`src/rtl/mux_arbiter_rv32i_pkg.sv`:
```
// Shared definitions for the two-requester round-robin arbiter.
package mux_arbiter_rv32i_pkg;

    localparam int DEFAULT_WIDTH = 32;
    localparam int COUNT_WIDTH   = 16;

    typedef enum logic {
        EMPTY = 1'b0,
        FULL  = 1'b1
    } state_t;

endpackage

```
`src/rtl/mux_arbiter_rv32i_mux2to1.sv`:
```
// Two-input data selector used on the arbiter's payload path.
module mux2to1_rv32i #(
    parameter int WIDTH = 32
) (
    input  logic             sel,
    input  logic [WIDTH-1:0] in0,
    input  logic [WIDTH-1:0] in1,
    output logic [WIDTH-1:0] y
);

    // Pass in1 when sel is high, otherwise in0.
    always_comb begin
        y = sel ? in1 : in0;
    end

endmodule

```
`src/rtl/mux_arbiter_rv32i.sv`:
```
// Two-requester round-robin arbiter with a single registered output word.
module mux_arbiter_rv32i
    import mux_arbiter_rv32i_pkg::*;
#(
    parameter int WIDTH = DEFAULT_WIDTH
) (
    input  logic                   clk,
    input  logic                   rst_n,
    input  logic                   req0_valid,
    input  logic [WIDTH-1:0]       req0_data,
    output logic                   req0_ready,
    input  logic                   req1_valid,
    input  logic [WIDTH-1:0]       req1_data,
    output logic                   req1_ready,
    output logic                   out_valid,
    input  logic                   out_ready,
    output logic [WIDTH-1:0]       out_data,
    output logic                   out_src,
    output logic [COUNT_WIDTH-1:0] xfer_count
);

    state_t           state;
    state_t           next_state;
    logic             last_grant;
    logic             winner;
    logic             any_valid;
    logic             can_load;
    logic             load;
    logic             xfer;
    logic [WIDTH-1:0] sel_data;

    mux2to1_rv32i #(.WIDTH(WIDTH)) u_mux (
        .sel (winner),
        .in0 (req0_data),
        .in1 (req1_data),
        .y   (sel_data)
    );

    // Pick the winner: a lone requester wins, contention goes to the one not granted last.
    always_comb begin
        any_valid = req0_valid | req1_valid;
        if (req0_valid && req1_valid) begin
            winner = ~last_grant;
        end else begin
            winner = req1_valid;
        end
        can_load   = (state == EMPTY) | out_ready;
        load       = rst_n & can_load & any_valid;
        req0_ready = load & ~winner;
        req1_ready = load & winner;
    end

    // State register; reset drops any held word.
    always_ff @(posedge clk) begin
        if (!rst_n) begin
            state <= EMPTY;
        end else begin
            state <= next_state;
        end
    end

    // Next state: fill on a load, drain when the word leaves with nothing to replace it.
    always_comb begin
        next_state = state;
        case (state)
            EMPTY: if (any_valid) next_state = FULL;
            FULL:  if (out_ready && !any_valid) next_state = EMPTY;
            default: next_state = EMPTY;
        endcase
    end

    // Outputs decoded from the state.
    always_comb begin
        out_valid = (state == FULL);
        xfer      = out_valid & out_ready;
    end

    // Capture the winning payload and remember who was granted.
    always_ff @(posedge clk) begin
        if (!rst_n) begin
            out_data   <= '0;
            out_src    <= 1'b0;
            last_grant <= 1'b1;
        end else if (load) begin
            out_data   <= sel_data;
            out_src    <= winner;
            last_grant <= winner;
        end
    end

    // Count completed output handshakes, wrapping naturally at the counter width.
    always_ff @(posedge clk) begin
        if (!rst_n) begin
            xfer_count <= '0;
        end else if (xfer) begin
            xfer_count <= xfer_count + 1'b1;
        end
    end

endmodule

```
`config.mk`:
```
export PLATFORM = sky130hd
export DESIGN_NAME = mux_arbiter_rv32i
export DESIGN_NICKNAME = d
export VERILOG_FILES = /design/src/rtl/mux_arbiter_rv32i_pkg.sv /design/src/rtl/mux_arbiter_rv32i_mux2to1.sv /design/src/rtl/mux_arbiter_rv32i.sv
export SDC_FILE = /design/constraint.sdc
export NUM_CORES = 1
export LEC_CHECK = 0
export ABC_AREA = 1
export CORE_ASPECT_RATIO = 0.5
export CORE_UTILIZATION = 30
export CTS_CLUSTER_DIAMETER = 100
export CTS_CLUSTER_SIZE = 25
export DETAILED_ROUTE_END_ITERATION = 12
export GPL_ROUTABILITY_DRIVEN = 0
export GPL_TIMING_DRIVEN = 0
export PLACE_DENSITY = 0.61
export SKIP_LAST_GASP = 1
export SLEW_MARGIN = 25
export SYNTH_ARGS = -nofsm -noshare
export SYNTH_HDL_FRONTEND = slang
export SYNTH_SLANG_ARGS = --single-unit
```
`constraint.sdc`:
```
create_clock -name clk -period 3.55 [get_ports clk]
set_input_delay 0.5325 -clock clk [delete_from_list [all_inputs] [get_ports clk]]
set_output_delay 0.5325 -clock clk [all_outputs]
set_load 0.02 [all_outputs]
```
==> impl_results.md <==
* Status: finished, final reports clean
* Number of synthesized flops with an enable pin at 0
* Synth Area in Compound Gates at 10.86%
* Ant. Diodes at 0
* Filler cell count at 809
* Post-synth top area share at 41.40%
* Startpoint Class: primary input
* Commonest cells after routing, fill and taps aside: nand2_1 (191), clkdlybuf4s50_1 (119), dfxtp_1 (51)
* Total power draw at 0.001413 W
* Remaining DRCs at 0
* Final worst path period need at 2.880 ns
* Clk network pwr share at 35.5%
* Post-synthesis adder-cell area fraction at 0.5074%
* Drt total wl at 6991 um
* Maxcap violations at 0
* Clk buf depth at 2
* Internal at 0.001055 W
* HP Class: flip-flop to flip-flop
* Register area share after synthesis at 41.40%
* Total track usage at 16.85%
* Ys async rst share at 0%
* Post-route ant nets at 0
* Share of post-route cells with drive strength above 1 at 6.667%
* Area leader, netlist: dfxtp_1
* Syn Inst Count at 383
* Met2 Resource Use GR at 28.72%
* GR Util met1 at 21.58%
* Die W at 130.2 um
* P_sw at 0.0003579 W
* Sequential Power Share at 43.3%
* Vias in the first global route at 2419
* FF+latch count, synth at 51
* Max-slew violation count at 0
* Drt pass-1 iters at 4
* Post_cts resized at 0
* Grt ovf at 0
* RSZ-0062 raised after global routing: false
* Post-CTS Setup Bufs at 0
* Antenna violations before repair at 0
* Via count at 2649
* CP max FO at 10
* Drt wl/cell at 11.31 um
* GR peak layer: met2
* Clk_lat worst skew at 0.28 ns
* Clk sinks at 51
* Post-synth net total at 453
* I/O Buffers at 119
* Syn avg cell area at 6.439 um2
* Hpwl dp at 5333 um
* Critical Path RT at 3.02 ns
* Hold_buf cts at 0
* WHS at 0.4605 ns
* Least-Margin Pin Slew at 0.4877 ns
* YS warnings at 0
* Synth area leaders: dfxtp_1 (41%), nand2_1 (29%), a21oi_1 (8.3%)
* WS Path Type: primary input to output port
* Synth Flop Type: dfxtp_1
* Fin util at 51.79%
* Clock skew at 0.001798 ns
* Xor-xnor portion of the synthesized cell area at 0%
* CORE AREA at 0.007625 mm2
* First-pass GRT wire length at 11300 um
* Layout Nets at 579
* Mux share of post-synthesis cell area at 0%
* Main combinational cell family by area after synthesis: simple AND/OR/NAND/NOR gates
* Rows at 22
* Starting Density at 32.34%
* Commonest non-fill, non-tap cell in the layout: nand2_1
* TritonCTS Buffers at 5
* Synth Area in Simple Gates at 39.57%
* CTS tree: done
* Combinational power share at 21.2%
* Ports at 121
* Synth cell types at 24
* Clock-pin slew on the worst setup and hold paths at 0.06 ns
* Die height at 66.11 um
* CP arrival at 2.35 ns
* Leakage at 1.622 nW
* Post-Synthesis Cell Area at 0.002466 mm2
* Crit path capture type: output port
* Switching portion of total power at 25.33%
* GR Util met3 at 4.045%
* 1st-iter DRT viols at 99
* Largest net degree at the start of global routing at 15
* H-tree level count at 2
* Period utilization at 81.14%
* CTS root buffer: clkbuf_16
* Slew HR at 67.49%
* Die Area at 0.008609 mm2
* Area growth syn-to-layout at 60.12%
* Peak VDD IR at 0.0001943 V
* Finish-stage setup viols at 0
* PD cells at 357.9 mW/mm2
* Final hold vios at 0
* Highest Clock Rate at 0.3472 GHz
* Setup_tns at 0 ns
* DR vias/cell at 4.286
[worst max-delay path: stages]
cell	delay, ns
clkdlybuf4s50_1	0.50
inv_1	0.05
nand2_1	0.08
nand2_2	0.10
nor2_8	0.16
inv_4	0.07
buf_4	0.17
nor2_1	0.09
clkdlybuf4s50_1	0.60
[cell type report]
type / count / area, um2 / share of cell area (%)
multi-input combinational: 293 / 1256 / 31.81
inverter: 22 / 85.08 / 2.155
sequential: 51 / 1021 / 25.86
timing repair buffer: 119 / 1191 / 30.16
clock buffer: 8 / 156.4 / 3.961
buffer: 17 / 103.9 / 2.630
tap: 108 / 135.1 / 3.422
[cell usage after synthesis, drive strengths merged, types with 3 or more instances]
cell	count
nand2	195
dfxtp	51
a21oi	41
nand3	9
buf	14
clkbuf	3
nor2	29
nand4	3
nor3	4
o21ai	8
inv	21
[metal layers]
metal | vias to the layer above | share of wire [%]
met5 | - | 0
met4 | 0 | 0.79
met3 | 4 | 4.7
met2 | 46 | 47
met1 | 1157 | 47
li1 | 1442 | -
[cells by family after synthesis]
| family | Yosys count |
|---|---|
| flops | 51 |
| buf+inv | 39 |
| fa+ha+maj | 1 |
| compound gates | 52 |
| simple gates | 240 |
[power groups by stage]
stage          clock, W  combinational (W)  sequential [W]
2_1_floorplan         0           0.000115        0.000656
3_3_place_gp          0           0.000303        0.000625
3_5_place_dp          0           0.000304        0.000625
4_1_cts        0.000522           0.000305        0.000612
5_1_grt        0.000551           0.000330        0.000615
6_report       0.000502           0.000299        0.000612
[worst paths after layout]
kind,start,to,slack (ns),depth (start not counted)
setup / recovery,out_ready,req0_ready,0.67,9
hold reg to reg,out_data[19],out_data[19],0.46,2
hold / removal,out_data[19],out_data[19],0.46,2
setup reg to reg,xfer_count[1],xfer_count[6],2.10,6
[stage by stage]
stage	worst slack, ns	cell area (um2)	instances
3_5_place_dp	0.6497	3792	610
2_1_floorplan	1.608	2466	383
6_report	0.6696	3949	618
5_1_grt	0.5337	3949	618
4_1_cts	0.6455	3949	618
3_3_place_gp	0.6539	3792	610
[flip-flops by register name, indices dropped and copies added (netlist names)]
name and count:
last_grant 1, xfer_count 16, out_valid 1, out_data 32, out_src 1
Power figures use the tool's default switching activity.
